$ cat config.mk
export PLATFORM = sky130hd
export DESIGN_NAME = keypad_tokenizer
export DESIGN_NICKNAME = d
export VERILOG_FILES = /design/src/rtl/keypad_pkg.sv /design/src/rtl/token_fifo.sv /design/src/rtl/keypad_tokenizer.sv
export SDC_FILE = /design/constraint.sdc
export NUM_CORES = 1
export LEC_CHECK = 0
export CAP_MARGIN = 20
export CORE_MARGIN = 8
export CORE_UTILIZATION = 54
export CTS_CLUSTER_SIZE = 8
export DETAILED_ROUTE_END_ITERATION = 10
export PLACE_DENSITY = 0.87
export SYNTH_ARGS = -nofsm -noshare
export SYNTH_HDL_FRONTEND = slang
export SYNTH_SLANG_ARGS = --single-unit
$ cat constraint.sdc
create_clock -name clk -period 3.35 [get_ports clk]
set_input_delay 0.335 -clock clk [delete_from_list [all_inputs] [get_ports clk]]
set_output_delay 0.335 -clock clk [all_outputs]
set_load 0.02 [all_outputs]
$ cat src/rtl/keypad_pkg.sv
// rtl/keypad_pkg.sv - token encodings, key map and state enums shared by the keypad tokenizer.
package keypad_pkg;

  localparam logic [3:0] TOK_ADD = 4'hA;
  localparam logic [3:0] TOK_SUB = 4'hB;
  localparam logic [3:0] TOK_MUL = 4'hC;
  localparam logic [3:0] TOK_DIV = 4'hD;
  localparam logic [3:0] TOK_EQ  = 4'hE;
  localparam logic [3:0] TOK_CLR = 4'hF;

  // Nibble i holds the token for key index i = {row, col}; index 0 (row 0, col 0) is the LSB nibble.
  localparam logic [63:0] KEY_MAP = {
    TOK_DIV, TOK_EQ, 4'h0, TOK_CLR,
    TOK_MUL, 4'h9,   4'h8, 4'h7,
    TOK_SUB, 4'h6,   4'h5, 4'h4,
    TOK_ADD, 4'h3,   4'h2, 4'h1
  };

  typedef enum logic [1:0] {DEB_IDLE, DEB_CAND, DEB_HELD, DEB_REL} deb_state_e;
  typedef enum logic [1:0] {SWEEP_NONE, SWEEP_KEY, SWEEP_MULTI} sweep_e;

  function automatic logic [3:0] key_token(input logic [3:0] key_idx);
    return KEY_MAP[{key_idx, 2'b00} +: 4];
  endfunction

endpackage

$ cat src/rtl/token_fifo.sv
// rtl/token_fifo.sv - synchronous token FIFO; a push while full is accepted only if a pop happens in the same cycle.
module token_fifo #(
  parameter int DEPTH = 4
) (
  input  logic       clk,
  input  logic       rst_n,
  input  logic       push,
  input  logic       pop,
  input  logic [3:0] din,
  output logic [3:0] dout,
  output logic       full,
  output logic       empty
);

  localparam int AW = $clog2(DEPTH);

  logic [3:0]  mem_q [DEPTH];
  logic [AW:0] wr_ptr_q, rd_ptr_q;
  logic        wr_en, rd_en;

  assign empty = (wr_ptr_q == rd_ptr_q);
  assign full  = (wr_ptr_q[AW] != rd_ptr_q[AW]) && (wr_ptr_q[AW-1:0] == rd_ptr_q[AW-1:0]);
  assign wr_en = push & (~full | pop);
  assign rd_en = pop & ~empty;
  assign dout  = mem_q[rd_ptr_q[AW-1:0]];

  always_ff @(posedge clk) begin
    if (wr_en) mem_q[wr_ptr_q[AW-1:0]] <= din;
  end

  always_ff @(posedge clk or negedge rst_n) begin
    if (!rst_n) begin
      wr_ptr_q <= '0;
      rd_ptr_q <= '0;
    end else begin
      if (wr_en) wr_ptr_q <= wr_ptr_q + 1'b1;
      if (rd_en) rd_ptr_q <= rd_ptr_q + 1'b1;
    end
  end

endmodule

$ cat src/rtl/keypad_tokenizer.sv
// rtl/keypad_tokenizer.sv - 4x4 keypad scanner, sweep debouncer and ready-gated token issue.
// Optional KEYPAD_AUTO_CLEAR_EN: strobe a clear token before the first operand after reset or '='.
module keypad_tokenizer import keypad_pkg::*; #(
  parameter int SCAN_DIV   = 1000,
  parameter int DEBOUNCE   = 4,
  parameter int FIFO_DEPTH = 4
) (
  input  logic       clk,
  input  logic       rst_n,
  input  logic [3:0] row_in,
  output logic [3:0] col_out,
  input  logic       ready,
  output logic       strobe,
  output logic [3:0] token,
  output logic       overflow
);

  localparam int SW = $clog2(SCAN_DIV);
  localparam int CW = $clog2(DEBOUNCE + 1);

  logic [SW-1:0] slot_q;
  logic [1:0]    col_q;
  logic [1:0]    hits_q;
  logic [3:0]    pos_q;
  logic          slot_end, sweep_end;
  logic [3:0]    pressed;
  logic [2:0]    col_cnt, total;
  logic [1:0]    col_row;
  logic [3:0]    sweep_key;
  sweep_e        sweep_kind;

  assign slot_end  = (slot_q == SW'(SCAN_DIV - 1));
  assign sweep_end = slot_end & (col_q == 2'd3);
  assign col_out   = ~(4'b0001 << col_q);
  assign pressed   = ~row_in;

  always_comb begin
    col_cnt = 3'(pressed[0]) + 3'(pressed[1]) + 3'(pressed[2]) + 3'(pressed[3]);
    col_row = 2'd0;
    if (pressed[0])      col_row = 2'd0;
    else if (pressed[1]) col_row = 2'd1;
    else if (pressed[2]) col_row = 2'd2;
    else if (pressed[3]) col_row = 2'd3;
    total     = {1'b0, hits_q} + col_cnt;
    sweep_key = (hits_q == 2'd0) ? {col_row, col_q} : pos_q;
    if (total == 3'd0)      sweep_kind = SWEEP_NONE;
    else if (total == 3'd1) sweep_kind = SWEEP_KEY;
    else                    sweep_kind = SWEEP_MULTI;
  end

  // Hit count saturates at 2: anything beyond one intersection is already MULTI.
  always_ff @(posedge clk or negedge rst_n) begin
    if (!rst_n) begin
      slot_q <= '0;
      col_q  <= 2'd0;
      hits_q <= 2'd0;
      pos_q  <= 4'd0;
    end else if (slot_end) begin
      slot_q <= '0;
      col_q  <= col_q + 2'd1;
      hits_q <= sweep_end ? 2'd0 : ((total > 3'd2) ? 2'd2 : total[1:0]);
      pos_q  <= sweep_end ? 4'd0 : sweep_key;
    end else begin
      slot_q <= slot_q + 1'b1;
    end
  end

  deb_state_e st_q, st_d;
  logic [CW-1:0] cnt_q, cnt_d, cnt_inc;
  logic [3:0]    key_q, key_d;
  logic          push;

  assign cnt_inc = cnt_q + 1'b1;

  always_comb begin
    st_d  = st_q;
    cnt_d = cnt_q;
    key_d = key_q;
    push  = 1'b0;
    if (sweep_end) begin
      case (st_q)
        DEB_IDLE: if (sweep_kind == SWEEP_KEY) begin
          key_d = sweep_key;
          cnt_d = CW'(1);
          push  = (DEBOUNCE == 1);
          st_d  = (DEBOUNCE == 1) ? DEB_HELD : DEB_CAND;
        end
        DEB_CAND: if (sweep_kind == SWEEP_KEY && sweep_key == key_q) begin
          cnt_d = cnt_inc;
          if (cnt_inc == CW'(DEBOUNCE)) begin
            push = 1'b1;
            st_d = DEB_HELD;
          end
        end else begin
          st_d = DEB_IDLE;
        end
        DEB_HELD: if (sweep_kind == SWEEP_NONE) begin
          cnt_d = CW'(1);
          st_d  = (DEBOUNCE == 1) ? DEB_IDLE : DEB_REL;
        end
        DEB_REL: if (sweep_kind == SWEEP_NONE) begin
          cnt_d = cnt_inc;
          if (cnt_inc == CW'(DEBOUNCE)) st_d = DEB_IDLE;
        end else begin
          st_d = DEB_HELD;
        end
        default: st_d = DEB_IDLE;
      endcase
    end
  end

  always_ff @(posedge clk or negedge rst_n) begin
    if (!rst_n) begin
      st_q  <= DEB_IDLE;
      cnt_q <= '0;
      key_q <= 4'd0;
    end else begin
      st_q  <= st_d;
      cnt_q <= cnt_d;
      key_q <= key_d;
    end
  end

  logic [3:0] head, issue_tok;
  logic       full, empty, pop_q, strobe_q, strobe_d, issue_pop, overflow_q;
  logic [3:0] token_q;

  token_fifo #(.DEPTH(FIFO_DEPTH)) u_fifo (
    .clk   (clk),
    .rst_n (rst_n),
    .push  (push),
    .pop   (pop_q),
    .din   (key_token(sweep_key)),
    .dout  (head),
    .full  (full),
    .empty (empty)
  );

  assign strobe_d = ready & ~empty & ~strobe_q;

`ifdef KEYPAD_AUTO_CLEAR_EN
  logic need_clr_q, insert_clr;
  // The inserted clear is synthesised here, so the head stays in the FIFO until its own strobe.
  assign insert_clr = need_clr_q & (head != TOK_CLR);
  assign issue_tok  = insert_clr ? TOK_CLR : head;
  assign issue_pop  = ~insert_clr;

  always_ff @(posedge clk or negedge rst_n) begin
    if (!rst_n) begin
      need_clr_q <= 1'b1;
    end else if (strobe_d) begin
      if (issue_tok == TOK_EQ)       need_clr_q <= 1'b1;
      else if (issue_tok == TOK_CLR) need_clr_q <= 1'b0;
    end
  end
`else
  assign issue_tok = head;
  assign issue_pop = 1'b1;
`endif

  always_ff @(posedge clk or negedge rst_n) begin
    if (!rst_n) begin
      strobe_q   <= 1'b0;
      pop_q      <= 1'b0;
      token_q    <= 4'd0;
      overflow_q <= 1'b0;
    end else begin
      strobe_q <= strobe_d;
      pop_q    <= strobe_d & issue_pop;
      if (strobe_d) token_q <= issue_tok;
      if (push & full & ~pop_q) overflow_q <= 1'b1;
    end
  end

  assign strobe   = strobe_q;
  assign token    = token_q;
  assign overflow = overflow_q;

endmodule

[Word level (Yosys, flattened, before mapping)]
Memories as Yosys holds them, arrays and structs flattened. A register that Yosys moved wholly into a read port is not among the register bits.
Cells that the tools add are included.
Storage, ports and cells
  register bits after elaboration: 35
  bits in writable memories: 16
  input port bits: 7
  output and inout bits: 10
  logic and storage cells: 94
  memories: 1
Cells by class
  add/sub/neg operators: 9
  $lt $le $gt $ge: 1
  equal/unequal tests: 18
  shifts and indexed selects: 2
  muxes and demuxes: 29
  bitwise gates (word level): 13
  reduce and logical (&&, ||, !) cells: 10
Memory list
  u_fifo.mem_q: words 4, width 4, rd ports 1, clocked after Yosys merged registers in 1, wr ports 1, RTL line token_fifo.sv:17  | logic [3:0] mem_q [DEPTH];
Operators by type and width (count)
  indexed part select 64 x 7 -> 4 bit, first input constant: 1
  2-to-1 mux 2 bit: 14
  2-to-1 mux 3 bit: 4
  one-hot mux 3 bit (4 select lines): 1
  adder 10 x 1 -> 10 bit, second input constant: 1
  == test 10 bit, second input constant: 1
  2-to-1 mux 10 bit: 1
  AND reduction 5 bit: 2
  adder 3 x 1 -> 3 bit, second input constant: 3
  2-to-1 mux 4 bit: 2
  != test 2 bit, second input constant: 4
  inverter 4 bit: 2
  one-hot mux 2 bit (4 select lines): 1
  AND 1 bit: 7
  == test 2 bit, second input constant: 3
  zero test 2 bit: 3
  2-to-1 mux 1 bit: 6
  != test 3 bit, second input constant: 2
  == test 2 x 1 -> 1 bit, second input constant: 2
  == test 4 bit: 1
  << shifter 1 x 2 -> 4 bit, first input constant: 1
  adder 2 x 1 -> 3 bit: 1
  adder 2 x 3 -> 3 bit: 1
  adder 3 x 1 -> 3 bit: 1
  14 further kinds: 17

[Logic depth before layout (Yosys ltp)]
  depth after elaboration: 16
  gate-level depth with buffers: 11
  mapped depth without buffers: 11

[Modules after synthesis]
A second synthesis with hierarchy kept.
Unflattened totals
  cell total of the unflattened synthesis: 285
  area, all modules: 3083.0 um^2
Modules (own cells, without submodules)
  keypad_tokenizer: times used 1, cells an instance 216, area an instance 2054.5 um^2, seq. area each 825.8 um^2
  token_fifo: times used 1, cells an instance 69, area an instance 1028.5 um^2, seq. area each 630.6 um^2

[Worst setup path before layout]
Ideal clock, no wire load.
  path kind: reg-to-reg
  start point: register hits_q[0]
  end point: memory u_fifo.mem_q[0][0] (enable)
  data arrival time: 3.162 ns
  data required time: 3.021 ns
  setup slack: -0.141 ns
  stages on the path, launching flop included: 12
  path buffers: 0
  cell sequence: dfrtp_1 inv_1 fa_1 inv_1 fa_1 fa_1 nor2_2 nand3b_1 or4_4 nor3_4 nand3_2 nor2_1
On the way
  longest elaborated chain between the ends: 12
  elaborated cells between the ends (all ways): 16
  classes of those cells: add/sub: 1; eq/ne: 3; mux: 8; bitwise: 1; reduce/logical: 3
Ends and longest elaborated chain
  start, declared: RTL line keypad_tokenizer.sv:23  | logic [1:0] hits_q;
  start signal, assigned: RTL line keypad_tokenizer.sv:61  | hits_q <= sweep_end ? 2'd0 : ((total > 3'd2) ? 2'd2 : total[1:0]);
  adder 2 x 3 -> 3 bit: RTL line keypad_tokenizer.sv:44  | total = {1'b0, hits_q} + col_cnt;
  == test 3 x 1 -> 1 bit: RTL line keypad_tokenizer.sv:47  | else if (total == 3'd1) sweep_kind = SWEEP_KEY;
  2-to-1 mux 2 bit: RTL line keypad_tokenizer.sv:47
  2-to-1 mux 2 bit: RTL line keypad_tokenizer.sv:46  | if (total == 3'd0) sweep_kind = SWEEP_NONE;
  == test 2 x 1 -> 1 bit: RTL line keypad_tokenizer.sv:88  | DEB_CAND: if (sweep_kind == SWEEP_KEY && sweep_key == key_q) begin
  logical AND 1 bit *: RTL line keypad_tokenizer.sv:88
  2-to-1 mux 1 bit *: RTL line keypad_tokenizer.sv:88
  2-to-1 mux 1 bit *
  2-to-1 mux 1 bit *: RTL line keypad_tokenizer.sv:80  | if (sweep_end) begin
  AND 1 bit *: RTL line token_fifo.sv:23  | assign wr_en = push & (~full | pop);
  2-to-1 mux 1 bit *: RTL line token_fifo.sv:28  | if (wr_en) mem_q[wr_ptr_q[AW-1:0]] <= din;
  2-to-1 mux 1 bit (implied by the code) *: RTL line token_fifo.sv:28
  end, declared: RTL line token_fifo.sv:17
Every way passes the cells marked *; elsewhere a longest branch is shown, timed or not.

[Worst setup path after layout]
  start point: register hits_q[0]
  end point: register overflow_q, in the netlist overflow
On the way
  longest elaborated chain between the ends: 11
  elaborated cells between the ends (all ways): 15
  classes of those cells: add/sub: 1; eq/ne: 3; mux: 6; bitwise: 2; reduce/logical: 3
Ends and longest elaborated chain
  adder 2 x 3 -> 3 bit: RTL line keypad_tokenizer.sv:44
  == test 3 x 1 -> 1 bit: RTL line keypad_tokenizer.sv:47
  2-to-1 mux 2 bit: RTL line keypad_tokenizer.sv:47
  2-to-1 mux 2 bit: RTL line keypad_tokenizer.sv:46
  == test 2 x 1 -> 1 bit: RTL line keypad_tokenizer.sv:88
  logical AND 1 bit *: RTL line keypad_tokenizer.sv:88
  2-to-1 mux 1 bit *: RTL line keypad_tokenizer.sv:88
  2-to-1 mux 1 bit *
  2-to-1 mux 1 bit *: RTL line keypad_tokenizer.sv:80
  AND 1 bit * (2 in series): RTL line keypad_tokenizer.sv:171  | if (push & full & ~pop_q) overflow_q <= 1'b1;
  end signal, assigned: RTL line keypad_tokenizer.sv:166  | overflow_q <= 1'b0;
  end signal, assigned: RTL line keypad_tokenizer.sv:171
  end, declared: RTL line keypad_tokenizer.sv:125  | logic full, empty, pop_q, strobe_q, strobe_d, issue_pop, overflow_q;
Marks and branches as above.
A chain may end at the register's enable or synchronous reset.

==> flow_summary_export.csv <==
group,metric,value,unit
pwr,switching_share_of_power,0.211,
synth,ffs_latches_synth,55,
pwr,power.internal,0.996,mW
synth,yosysSeqAreaShare,0.483,
sta,final_hold_viol_count,0,
run_status,failed_checks,"negative setup slack",
pwr,p_seq_frac,0.558,
routing,route.detailed.wl_per_inst,15.1,um
global_route,remaining_global_route_overflow,0,
global_route,grt_pass1_wl,10100,um
placement,placed_cells,365,
cells_and_area,syn_to_final_growth,16.2,%
sta,timing.slew.headroom,0.404,
sta,rsz0062_at_grt,"true",
cells_and_area,diodes,0,
global_route,grt_pass1_vias,2202,
pwr,share_clk_of_total_power,0.380,
synth,yosys-top-cells-count,"39 x dfrtp_1, 29 x nand2_1, 22 x inv_1",
clocking,cts-buffers-inserted,5,
synth,yosys-mux-area-fraction,0.0639,
synth,synth_adder_area_share,0.0904,
floorplan,core_region_area,0.00544,sq mm
synth,syn_avg_cell_area,11.0,sq um
clocking,cts_hold_buffers,0,
critical_path,ff2ff_setup_slack,-0.11,ns
routing,final_antenna_net_count,0,
critical_path,criticalPathCategory,"reg2reg",
synth,synth-compound-area-share,0.103,
sta,maxClockFrequency,0.289,GHz
routing,routed-via-count,2071,
placement,placement.io_buffers,16,
floorplan,starting_utilization_of_the_core_area,0.555,
placement,place_congestion,0.817,
placement,placedInstanceArea,0.00333,sq mm
critical_path,setup.worst_path.start_class,"flop",
synth,postSynth.topFlopCell,"dfrtp_1",
global_route,largest_net_degree_at_the_start_of_global_routing,40,
sta,finalClockSkew,0.0115,ns
synth,ys_types,54,
critical_path,worst_path_required,3.59,ns
critical_path,arrival,3.70,ns
clocking,number_of_h_tree_levels,2,
synth,async_flop_share,0.709,
routing,drt-initial-drc-count,78,
clocking,clkLatencyLatePin,0.31,ns
global_route,grt_antenna_before_repair,0,
cells_and_area,filler_cell_count,423,
critical_path,setup.worst_path.end_class,"flop",
critical_path,critical_path_peak_fanout,2,
synth,synth_top_family_by_area,"simple AND/OR/NAND/NOR gates",
synth,count_of_synthesis_stage_warnings_from_yosys,0,
pwr,ir_worst_vdd,0.235,mV
floorplan,dieWidth,90.7,um
cells_and_area,stdcell_area,0.00351,sq mm
sta,timing.final.crit_period,3.46,ns
clocking,cts_buffer_depth,2,
placement,dp.final_hpwl,4160,um
flow_run,drv.max_cap_violation_count,0,
floorplan,die_h,90.7,um
floorplan,fp.dieArea,0.00823,sq mm
floorplan,boundaryPins,17,
hold_path,worst_hold_path_type,"in2async",
routing,finalWirelength,5670,um
cells_and_area,finish.utilization,0.645,
critical_path,worst_r2r_endpoint,"overflow$_DFFE_PN0P_",
pwr,power_switching,0.266,mW
routing,vias_per_cell,5.49,
synth,post_synth_xor_area_fraction,0.0494,
synth,synth.top_cell.area_share,0.324,
sta,final_ws_setup,-0.113,ns
synth,synthCells,274,
clocking,cts_tree,"built",
clocking,cts.sink_count,55,
sta,layout_worst_path_cycle_share,1.03,
synth,synth_edf_count,16,
synth,net_count_after_synthesis,301,
synth,mappedNetlistArea,0.00302,sq mm
critical_path,worst_r2r_path_depth,11,
global_route,globalRouteTotalUtil,0.149,
routing,dr.pass1.iters,4,
pwr,power_density,360,mW/mm^2
cells_and_area,num-nets-final,331,
pwr,leakage,1.48,nW
cells_and_area,final_standard_cell_count_with_taps_included_and_fillers_excluded,377,
sta,timing.final.setup_violations,25,
critical_path,r2r-start,"hits_q[0]$_DFFE_PN0N_",
sta,worstMarginPinSlew,0.895,ns
pwr,combinationalPowerShare,0.062,
floorplan,floorplan.rows,27,
placement,dpl_worst_slack,-0.557,ns
run_status,outcome,"finished, violations left",
clocking,clk_transition_reported_paths,0.10,ns
clocking,cts.root.buffer_cell,"clkbuf_8",
synth,area_share_of_and_or_nand_nor_cells_after_synthesis,0.166,
cells_and_area,final_layout_size_suffix_gt1_frac,0.180,
synth,synthDominantAreaCellType,"dfrtp_1",
synth,synth.most_common_cell,"dfrtp_1",
routing,detail_route.drc_violations,0,
synth,synthTopCellsByArea,"dfrtp_1 32%, edfxtp_1 16%, ha_1 7.1%, nand2_1 3.6%, xnor2_1 3.2%",
sta,timing.final.max_slew_violations,0,
==> layer usage <==
layer / global-route usage / vias to the layer above / routed length, um
li1: - / 1010 / -
met1: 0.184 / 1002 / 2540
met2: 0.248 / 49 / 2800
met3: 0.0357 / 10 / 238
met4: 0.0499 / 0 / 98
met5: 0 / - / 0
==> worst max path at each step <==
stage	depth (start not counted)	end	startpoint	slack, ns
4_1_cts	11	u_fifo.mem_q[1][1]$_DFFE_PP_	hits_q[0]$_DFFE_PN0N_	-0.18
6_report	11	overflow$_DFFE_PN0P_	hits_q[0]$_DFFE_PN0N_	-0.11
3_3_place_gp	11	u_fifo.mem_q[1][3]$_DFFE_PP_	row_in[0]	-0.44
5_1_grt	11	u_fifo.mem_q[1][2]$_DFFE_PP_	hits_q[0]$_DFFE_PN0N_	-0.24
2_1_floorplan	11	u_fifo.mem_q[0][0]$_DFFE_PP_	hits_q[0]$_DFFE_PN0N_	0.02
3_5_place_dp	11	u_fifo.mem_q[1][1]$_DFFE_PP_	row_in[0]	-0.56
==> power by group through the flow <==
stage               clock [mW]  combinational (mW)  sequential, mW
floorplan                    0              0.0445           0.713
global placement             0              0.0720           0.717
detailed placement           0              0.0756           0.717
CTS                      0.494              0.0772           0.703
global route             0.518              0.0882           0.706
finish                   0.480              0.0784           0.704
==> cell type report <==
cell class | instances | area, sq um | share of cell area
Tap cell | 72 | 90.1 | 0.0257
Sequential cell | 55 | 1460 | 0.415
Multi-Input combinational cell | 188 | 1470 | 0.420
Clock buffer | 7 | 97.6 | 0.0278
Clock inverter | 1 | 30.0 | 0.00857
Timing Repair Buffer | 32 | 277 | 0.0789
Inverter | 22 | 82.6 | 0.0236
==> layout by cell type, fill, tap and decap left out, types with 5 or more instances in the layout <==
| master | count |
|---|---|
| nor2b_1 | 8 |
| xnor2_1 | 11 |
| dfrtp_1 | 39 |
| ha_1 | 17 |
| nor2_1 | 16 |
| xor2_1 | 6 |
| o21ai_0 | 9 |
| buf_4 | 15 |
| clkbuf_8 | 5 |
| o21ai_1 | 5 |
| a21oi_1 | 6 |
| o31ai_1 | 6 |
| nand2_1 | 28 |
| clkdlybuf4s50_1 | 13 |
| mux2_2 | 6 |
| edfxtp_1 | 16 |
| inv_1 | 19 |
| nand4_1 | 5 |
| nand3_1 | 7 |
==> registers in the layout, summed over array words and instances, names as in the netlist, 2 cells and up <==
name,cells
token,4
u_fifo.wr_ptr_q,3
u_fifo.rd_ptr_q,3
st_q,2
slot_q,10
col_q,2
hits_q,2
pos_q,4
cnt_q,3
u_fifo.mem_q,16
key_q,4
==> repair_timing <==
item                                    4_1_cts  5_1_grt
resized for setup                             6        4
buffers inserted                              3        1
pin swaps                                    14       10
endpoints found under the setup margin       25       25
==> per-stage QoR <==
stage	power, mW	hold WS [ns]	setup TNS, ns
after global placement	0.789	0.468	-10.04
final	1.26	0.146	-1.72
after global routing	1.31	0.207	-5.25
after CTS	1.27	0.167	-3.23
after detailed placement	0.793	0.482	-13.07
after floorplan	0.758	0.0394	0
==> critical path: stages (launching register included) <==
cell and delay (ns):
dfrtp_1 0.37, inv_2 0.05, fa_1 0.49, inv_2 0.05, fa_2 0.36, fa_1 0.47
nor2_2 0.12, nand3b_1 0.11, or4_4 0.57, buf_6 0.15, or4_4 0.54, o21bai_2 0.12
==> cells by family (layout without fill, tap and decap cells) <==
logic type                 count (synthesis)  count (layout)
DFF                                       55              55
xor gates and xnor gates                  17              17
and+or+nand+nor                           95              95
muxes                                     13              13
adders and majority gates                 20              20
AOI/OAI and AO/OA                         43              43
buffers and inverters                     31              62
Note: power is estimated with default switching activity, not from simulation.
